==> src/rtl/soc_bus_interconnect.sv <==
// soc_bus_interconnect: single-master, NUM_SLAVES-slave valid/ready interconnect.
// Decodes the master address against per-slave base/mask pairs. It forwards one
// transaction at a time and returns a one-cycle response pulse.
// Optional feature: define BUS_TIMEOUT_EN to abort ACCESS after TIMEOUT_CYCLES
// cycles without slave ready. The access then completes with an error response.
module soc_bus_interconnect #(
  parameter int unsigned XLEN           = 32,
  parameter int unsigned DATA_W         = 64,
  parameter int unsigned NUM_SLAVES     = 4,
  parameter logic [NUM_SLAVES*XLEN-1:0] SLAVE_BASE = {NUM_SLAVES{32'h0000_0000}},
  parameter logic [NUM_SLAVES*XLEN-1:0] SLAVE_MASK = {NUM_SLAVES{32'hFFFF_0000}},
  parameter int unsigned TIMEOUT_CYCLES = 255
) (
  input  logic                         clk,
  input  logic                         reset_n,
  // master side
  input  logic                         m_req_valid,
  output logic                         m_req_ready,
  input  logic [XLEN-1:0]              m_req_addr,
  input  logic [DATA_W-1:0]            m_req_wdata,
  input  logic                         m_req_we,
  input  logic [2:0]                   m_req_size,
  output logic                         m_resp_valid,
  output logic [DATA_W-1:0]            m_resp_rdata,
  output logic                         m_resp_err,
  // slave side
  output logic [NUM_SLAVES-1:0]        s_req_valid,
  output logic [XLEN-1:0]              s_req_addr,
  output logic [DATA_W-1:0]            s_req_wdata,
  output logic                         s_req_we,
  output logic [2:0]                   s_req_size,
  input  logic [NUM_SLAVES-1:0]        s_req_ready,
  input  logic [NUM_SLAVES*DATA_W-1:0] s_req_rdata
);

  localparam int unsigned SEL_W = (NUM_SLAVES > 1) ? $clog2(NUM_SLAVES) : 1;

  typedef enum logic [1:0] {IDLE, ACCESS, RESP} state_t;

  state_t              state_q, state_d;
  logic [SEL_W-1:0]    sel_q, sel_d;
  logic [XLEN-1:0]     addr_q, addr_d;
  logic [DATA_W-1:0]   wdata_q, wdata_d;
  logic                we_q, we_d;
  logic [2:0]          size_q, size_d;
  logic [DATA_W-1:0]   rdata_q, rdata_d;
  logic                err_q, err_d;

  logic                dec_hit;
  logic [SEL_W-1:0]    dec_sel;
  logic [XLEN-1:0]     sel_mask;
  logic [DATA_W-1:0]   sel_rdata;
  logic                sel_ready;

`ifdef BUS_TIMEOUT_EN
  localparam int unsigned CNT_W = $clog2(TIMEOUT_CYCLES + 1);
  logic [CNT_W-1:0]    cnt_q, cnt_d;
`endif

  // Address decode of the incoming request; descending scan lets the lowest hit index win.
  always_comb begin
    dec_hit = 1'b0;
    dec_sel = '0;
    for (int i = NUM_SLAVES - 1; i >= 0; i--) begin
      if ((m_req_addr & SLAVE_MASK[i*XLEN +: XLEN]) == SLAVE_BASE[i*XLEN +: XLEN]) begin
        dec_hit = 1'b1;
        dec_sel = SEL_W'(i);
      end
    end
  end

  // Mux the latched selection's mask, read data and ready; other slaves' ready is ignored.
  always_comb begin
    sel_mask  = '0;
    sel_rdata = '0;
    sel_ready = 1'b0;
    for (int i = 0; i < NUM_SLAVES; i++) begin
      if (sel_q == SEL_W'(i)) begin
        sel_mask  = SLAVE_MASK[i*XLEN +: XLEN];
        sel_rdata = s_req_rdata[i*DATA_W +: DATA_W];
        sel_ready = s_req_ready[i];
      end
    end
  end

  // FSM next-state and payload/response capture.
  always_comb begin
    state_d = state_q;
    sel_d   = sel_q;
    addr_d  = addr_q;
    wdata_d = wdata_q;
    we_d    = we_q;
    size_d  = size_q;
    rdata_d = rdata_q;
    err_d   = err_q;
`ifdef BUS_TIMEOUT_EN
    cnt_d   = cnt_q;
`endif
    unique case (state_q)
      IDLE: begin
        if (m_req_valid) begin
          addr_d  = m_req_addr;
          wdata_d = m_req_wdata;
          we_d    = m_req_we;
          size_d  = m_req_size;
          if (dec_hit) begin
            sel_d   = dec_sel;
            state_d = ACCESS;
`ifdef BUS_TIMEOUT_EN
            cnt_d   = '0;
`endif
          end else begin
            err_d   = 1'b1;
            rdata_d = '0;
            state_d = RESP;
          end
        end
      end
      ACCESS: begin
        if (sel_ready) begin
          rdata_d = we_q ? '0 : sel_rdata;
          err_d   = 1'b0;
          state_d = RESP;
        end
`ifdef BUS_TIMEOUT_EN
        else if (cnt_q == CNT_W'(TIMEOUT_CYCLES - 1)) begin
          rdata_d = '0;
          err_d   = 1'b1;
          state_d = RESP;
        end else begin
          cnt_d   = cnt_q + CNT_W'(1);
        end
`endif
      end
      RESP: begin
        state_d = IDLE;
      end
      default: begin
        state_d = IDLE;
      end
    endcase
  end

  // State and latched payload registers; reset drops any in-flight transaction.
  always_ff @(posedge clk or negedge reset_n) begin
    if (!reset_n) begin
      state_q <= IDLE;
      sel_q   <= '0;
      addr_q  <= '0;
      wdata_q <= '0;
      we_q    <= 1'b0;
      size_q  <= '0;
      rdata_q <= '0;
      err_q   <= 1'b0;
    end else begin
      state_q <= state_d;
      sel_q   <= sel_d;
      addr_q  <= addr_d;
      wdata_q <= wdata_d;
      we_q    <= we_d;
      size_q  <= size_d;
      rdata_q <= rdata_d;
      err_q   <= err_d;
    end
  end

`ifdef BUS_TIMEOUT_EN
  // ACCESS wait counter.
  always_ff @(posedge clk or negedge reset_n) begin
    if (!reset_n) begin
      cnt_q <= '0;
    end else begin
      cnt_q <= cnt_d;
    end
  end
`endif

  // Outputs decoded from state and latched registers only; no path from m_req_* to s_req_*.
  always_comb begin
    m_req_ready  = (state_q == IDLE);
    m_resp_valid = (state_q == RESP);
    m_resp_rdata = (state_q == RESP) ? rdata_q : '0;
    m_resp_err   = (state_q == RESP) ? err_q : 1'b0;
    s_req_valid  = '0;
    for (int i = 0; i < NUM_SLAVES; i++) begin
      s_req_valid[i] = (state_q == ACCESS) && (sel_q == SEL_W'(i));
    end
    s_req_addr   = addr_q & ~sel_mask;
    s_req_wdata  = wdata_q;
    s_req_we     = we_q;
    s_req_size   = size_q;
  end

endmodule

==> config.mk <==
export PLATFORM = sky130hd
export DESIGN_NAME = soc_bus_interconnect
export DESIGN_NICKNAME = d
export VERILOG_FILES = /design/src/rtl/soc_bus_interconnect.sv
export SDC_FILE = /design/constraint.sdc
export NUM_CORES = 1
export LEC_CHECK = 0
export ABC_CLOCK_PERIOD_IN_PS = 4300
export CORE_AREA = 5 5 204 206
export DETAILED_ROUTE_END_ITERATION = 6
export DIE_AREA = 0 0 209 211
export GPL_TIMING_DRIVEN = 0
export PLACE_DENSITY = 0.49
export SLEW_MARGIN = 5
export SYNTH_ARGS = -nofsm -noshare
export SYNTH_HDL_FRONTEND = slang
export SYNTH_SLANG_ARGS = --single-unit
==> constraint.sdc <==
create_clock -name clk -period 4.3 [get_ports clk]
set_input_delay 0.645 -clock clk [delete_from_list [all_inputs] [get_ports clk]]
set_output_delay 0.645 -clock clk [all_outputs]
set_load 0.02 [all_outputs]
---- Word-level counts from Yosys, hierarchy flattened ----
Cells that the tools add are included.
cells by class
  equal/unequal tests ..................... 5
  mux-type cells .......................... 16
  reductions and logical operators ........ 6
operator list
  cell                count
  $mux 64             5
  $pmux 64 s2         1
  $logic_not 32->1    1
  $mux 2              3
  $ne 2x2->1 const B  3
  $mux 1              5
  $pmux 2 s2          1
  $reduce_and 2->1    2
  $reduce_and 4->1    1
  $eq 2x1->1 const B  1
  $eq 2x2->1 const B  1
  $logic_not 2->1     1
  $pmux 1 s2          1
  $reduce_bool 2->1   1
storage, ports and cells
  register bits after elaboration ......... 151
  input port bits ......................... 363
  output and inout bits ................... 171
  logic and storage cells ................. 34

---- Depth between registers and ports, before layout ----
  depth in word-level cells ............... 5
  gate-level depth with buffers ........... 5
  gate-level depth less buffers ........... 3

---- Worst setup path before layout ----
No wires, ideal clock.
  kind .................................... reg2out
  start point ............................. reg state_q[1]
  end point ............................... out m_resp_rdata[54]
  data arrival time ....................... 1.355 ns
  required time ........................... 3.655 ns
  slack ................................... 2.300 ns
  cell stages (with the launch flop) ...... 5
  buffers on the path ..................... 2
  cells stage by stage .................... dfrtp_1 -> buf_4 -> and2b_1 -> clkbuf_1 -> and2_1
between the ends
  longest elaborated chain between the ends .. 2
ends and longest elaborated chain
  what                    line  text
  start, declared         40    state_t state_q, state_d;
  start signal, assigned  156   state_q <= state_d;
  $eq 2x2->1              --
  net m_resp_valid        23    output logic m_resp_valid,
  $mux 64                 182   m_resp_rdata = (state_q == RESP) ? rdata_q : '0;
  end, declared           24    output logic [DATA_W-1:0] m_resp_rdata,
The timed path passes the listed nets, and every way through them passes these cells.

---- Worst setup path in the final report ----
  start point ............................. reg state_q[1]
  end point ............................... out m_resp_rdata[22]
between the ends
  longest elaborated chain between the ends .. 2
ends and longest elaborated chain
  what        line
  $eq 2x2->1  182
  $mux 64     182
No other way between the ends.

==> out/metrics.yaml <==
layout:
  drive_above_1_share: 0.157
  final_nets: 1374
  n_antenna_cell: 0
  areaGrowthSynthToFinish_pct: 62.9
yosys:
  netlist_area_sq_um: 7310
  synthMuxAreaShare: 0.162
  avgSynthCellArea_sq_um: 11.2
  synth_cell_types: 28
  synth_compound_area_frac: 0.115
  synth_edf_count: 0
  ys_warn_count: 0
  seq_area_frac_synth: 0.517
  syn_inst: 654
  synth_top_family_by_area: "multiplexers"
  synth-xor-area-share: 0
  synthSimpleGateAreaFrac: 0.145
  dominantRegCellSynth: "dfrtp_1"
  async_flop_share: 1.00
  synthAdderAreaFrac: 0
  synth.ff_latch_count: 151
clocking:
  post_cts_buffers: 0
  clock_sinks: 151
  h-tree-depth: 4
  tritoncts.num_buffers: 17
  cts_hold_buf: 0
  root_buffer: "clkbuf_16"
  clk_pin_slew_ns: 0.07
  ctsResizeCount: 0
  cts_buffer_depth: 2
  clock_insertion_delay_worst_skew_ns: 0.46
  cts_tree: "yes"
detailed_routing:
  firstDrtPassIters: 4
  via_count: 6345
  wl_um: 28200
  vias_per_cell: 4.10
  drc_errors: 0
  final_antenna_net_count: 0
  first_iter_violations: 294
  wl_per_cell_um: 18.2
sta:
  fin_skew_ns: 0.0120
  slew_headroom: 0.571
  max_freq_ghz: 0.269
  rsz0062_at_grt: "no"
  setup_violations: 0
  min_period_ns: 3.72
  finalMaxSlewViolations: 0
  worst_slack_ns: 0.582
  tightest_slew_ns: 0.644
  fin_crit_sh: 0.865
  hold_viol_final: 0
grt:
  grt_first_pass_wirelength_um: 42200
  overflow: 0
  antenna_found_initial: 3
  grt_usage: 0.125
  grt_max_degree: 77
  grt_pass1_vias: 6649
placement:
  gp_congestion: 0.779
  post-place-ws_ns: 0.914
  portBuffers: 319
  hpwl_um: 20800
worst_setup_path:
  crit_chain: "buf_4 -> and2b_1 -> buf_2 -> clkbuf_1 -> and2_1 -> clkdlybuf4s50_1"
  critical_path_class: "register to primary output"
  rr_startpoint: "state_q[0]"
  cp-end-kind: "primary output"
  timing.critical_path.from_type: "register"
  max_stage_delay_ns: 0.68
  critPathLaunch: "state_q[1]"
  worstPathBufferInverterCount: 4
  cp.required_ns: 3.65
  crit_fanout: 10
  crit_family: "buffers and inverters"
  cpMaxStageDelayCell: "clkdlybuf4s50_1"
  reg2reg_slack_ns: 2.15
  worstPathArrival_ns: 3.07
die:
  core_sq_um: 39500
  die_width_um: 209
  rows: 73
  dieArea_sq_um: 44100
  initial_core_util: 0.185
  ios: 534
  die_h_um: 211
power:
  peakVddDrop_uv: 212
  p_leak_nw: 4.72
  p_per_area_nw_per_um2: 356
  power_mw: 4.24
flow_run:
  drv_cap: 0
outcome:
  outcome: "complete, no violations"
hold_path:
  min_path_type: "input port to async pin"
==> worst paths after layout <==
kind	endpoint	cells past startpoint
max	m_resp_rdata[22]	6
min	s_req_wdata[24]	1
max reg2reg	rdata_q[41]	5
min reg2reg	s_req_wdata[61]	1
max in group asynchronous	rdata_q[57]	2
min in group clk	s_req_wdata[61]	1
==> where the power goes <==
| part | leakage, nW | internal (mW) | total (mW) | switching (mW) |
|---|---|---|---|---|
| Sequential | 1.91 | 1.54 | 1.60 | 0.0651 |
| Clock | 0.313 | 1.04 | 1.70 | 0.667 |
| Combinational | 2.49 | 0.518 | 0.931 | 0.413 |
| Total | 4.72 | 3.09 | 4.24 | 1.14 |
==> cells in the final DEF (no fill, tap or decap), types with 3 or more instances in the layout <==
| master | instances |
|---|---|
| conb_1 | 19 |
| and2_1 | 65 |
| buf_4 | 25 |
| dfrtp_1 | 151 |
| o21ai_0 | 64 |
| nand2_1 | 66 |
| nand3_1 | 65 |
| bufinv_16 | 5 |
| o211ai_1 | 64 |
| buf_2 | 9 |
| nor2_1 | 3 |
| clkbuf_1 | 35 |
| mux2_4 | 60 |
| mux2_2 | 24 |
| clkbuf_16 | 17 |
| clkdlybuf4s50_1 | 318 |
| buf_6 | 7 |
==> kinds of logic after synthesis <==
logic type             after synthesis
and+or+nand+nor                    208
DFF                                151
muxes                               85
AOI/OAI and AO/OA                  132
other                                1
buffers and inverters               77
==> layout make-up <==
| cell class | instances | area, sq um |
|---|---|---|
| multi-input cells | 444 | 3150 |
| fillers | 4166 | 27500 |
| repair buffers | 320 | 3230 |
| plain buffers | 77 | 447 |
| well taps | 525 | 657 |
| flip-flops and latches | 151 | 3780 |
| clock inverters | 14 | 221 |
| clock buffers | 18 | 429 |
==> registers in the layout, indices dropped and copies added, names as in the netlist <==
signal and count:
s_req_wdata 64, state_q 2, addr_q 16, s_req_we 1
s_req_size 3, rdata_q 64, err_q 1
==> routing by layer <==
metal  global-route usage  wire length, um
met3               0.0538             2490
met4               0.0353              348
met5                    0               38
met1                0.154            12100
met2                0.201            13200
==> cell usage after synthesis (2+ instances only) <==
cell type	n	area, sq um
mux2_4	60	901
clkbuf_1	34	128
nand2_1	66	248
dfrtp_1	151	3780
nor2_1	3	11.3
nand3_1	65	325
and2_1	65	407
o211ai_1	64	480
buf_2	9	45.0
buf_4	25	188
o21ai_0	64	320
nor4_1	2	12.5
buf_6	7	78.8
buf_1	2	7.51
mux2_2	24	270
==> metrics by stage <==
| step | TNS [ns] | util | cells | hold WS, ns | instance area (sq um) |
|---|---|---|---|---|---|
| detailed placement | 0 | 0.285 | 1517 | 0.491 | 11300 |
| floorplan | 0 | - | 672 | 0.349 | 7380 |
| global placement | -657.74 | 0.285 | 1516 | 0.490 | 11200 |
| finish | 0 | 0.302 | 1549 | 0.163 | 11900 |
| CTS | 0 | 0.302 | 1549 | 0.163 | 11900 |
| global route | 0 | 0.302 | 1549 | 0.193 | 11900 |
No activity file was read; power rests on OpenSTA's default activity.
==> variant (same flow settings) <==
Add a define of `BUS_TIMEOUT_EN`.
--- a/src/rtl/soc_bus_interconnect.sv
+++ b/src/rtl/soc_bus_interconnect.sv
@@ -3,6 +3,8 @@
 // transaction at a time and returns a one-cycle response pulse.
 // Optional feature: define BUS_TIMEOUT_EN to abort ACCESS after TIMEOUT_CYCLES
 // cycles without slave ready. The access then completes with an error response.
+`define BUS_TIMEOUT_EN
+
 module soc_bus_interconnect #(
   parameter int unsigned XLEN           = 32,
   parameter int unsigned DATA_W         = 64,
Function: no difference found for any inputs over 4 cycles, from zero or initial values and one cycle with reset_n low; that may be too few to reach the edited logic, so the function may still have changed.
==> variant against the original RTL <==
  * Clock power fell by 10%
  * Synthesized cell count decreased by 26%
  * Sequential cell count is 8 higher
  * Worst setup slack improved by 0.27 ns
  * Non-clock buffer count fell by 29
  * Fmax increased by 7.9%
  * Area after synthesis down 9.0%
  * Total power fell by 4.0%
  * Final area down 6.2%
  * Routed wire length shrank 12%
  * Count of clock-buffer cells in the layout rose by 4
  * Largest power group is now sequential cells
==> variant: results (changes against the original RTL) <==
Final std cells w/o fill: 1,381 (was 1,549)
Final worst-path cycle share: 80.10% (was 86.45%)
Area share of fa/ha/maj cells after synthesis: 0.3762% (was 0%)
Clk_lat worst skew: 0.43 ns (was 0.46 ns)
Layout net count: 1,209 (was 1,374)
Critical Path Source: state_q[0] (was state_q[1])
Vias in the first global route: 5,631 (was 6,649)
Ranking of synthesized cells by area: dfrtp_1 (60%), mux2_2 (14%), a22o_1 (8.4%), and2_1 (6.2%), buf_4 (2.1%) (was dfrtp_1 (52%), mux2_4 (12%), o211ai_1 (6.6%), and2_1 (5.6%), nand3_1 (4.4%))
RePlAce Congestion: 0.7783 (was 0.7794)
Antenna violations before repair: 1 (was 3)
Status: finished clean (unchanged)
Final Skew: 0.008843 ns (was 0.01203 ns)
Worst VDD drop: 0.2548 mV (was 0.2115 mV)
Seq/Total Area, Yosys: 59.81% (was 51.68%)
Reg-to-reg slack, setup: 1.97 ns (was 2.15 ns)
Pre-CTS setup slack: 1.233 ns (was 0.9137 ns)
Global-route wire length before repair: 37.07 mm (was 42.22 mm)
Layout cell share with drive strength beyond 1: 18.57% (was 15.72%)
Hold Worst Slack: 0.1700 ns (was 0.1629 ns)
Worst R2R End: rdata_q[54] (was rdata_q[41])
Fill count: 4,135 (was 4,166)
Cell variety after synth: 45 (was 28)
Setup-failing EPs final: 0 (unchanged)
Dpl cell area: 10,600 um2 (was 11,260 um2)
Vias per cell: 3.777 (was 4.096)
Mux share of post-synthesis cell area: 14.37% (was 16.15%)
Global-route usage over all layers: 11.12% (was 12.51%)
Slowest CP cell: clkdlybuf4s50_1 (unchanged)
End of the critical path: m_resp_rdata[25] (was m_resp_rdata[22])
Critical Path Max Stage Delay: 0.62 ns (was 0.68 ns)
R2r startpoint: state_q[1] (was state_q[0])
Largest net degree at the start of global routing: 81 (was 77)
LEAKAGE: 4.638 nW (was 4.716 nW)
Routed WL per cell: 17.92 um (was 18.21 um)
Worst-Margin Slew: 0.8566 ns (was 0.6440 ns)
Synth cell count leaders: dfrtp_1 (159), mux2_2 (84), and2_1 (66), a22o_1 (64), buf_4 (19) (was dfrtp_1 (151), nand2_1 (66), and2_1 (65), nand3_1 (65))
[variant: worst register-to-register path: stages, from the launching register on]
cell and delay, ns:
dfrtp_1 0.42, and2b_1 0.31, nand2_1 0.11, nor2_2 0.44, clkbuf_1 0.71, a22o_1 0.26
[variant: power groups by stage]
stage	clock network, mW	registers [mW]	logic [mW]
after floorplan	0	1.85	0.199
final	1.53	1.68	0.859
after global routing	1.65	1.70	0.916
after detailed placement	0	1.71	0.877
after global placement	0	1.71	0.873
after CTS	1.60	1.68	0.879
[variant: area by class of cell]
class	instances	area [um2]	share of cell area, %
plain buffers	48	306.5	2.742
repair buffers	320	3226	28.86
inverters	7	26.28	0.2351
multi-input cells	291	2409	21.55
clock buffers	22	464.2	4.153
well taps	525	656.9	5.876
clock inverters	9	111.4	0.9962
flip-flops and latches	159	3979	35.59
[variant: metal layers]
metal	up-vias	routed length [um]	global-route usage [%]
li1	2427	-	-
met1	2511	10700	13.79
met2	261	11100	17.10
met3	15	2694	5.896
met4	2	235	2.835
met5	-	20	0
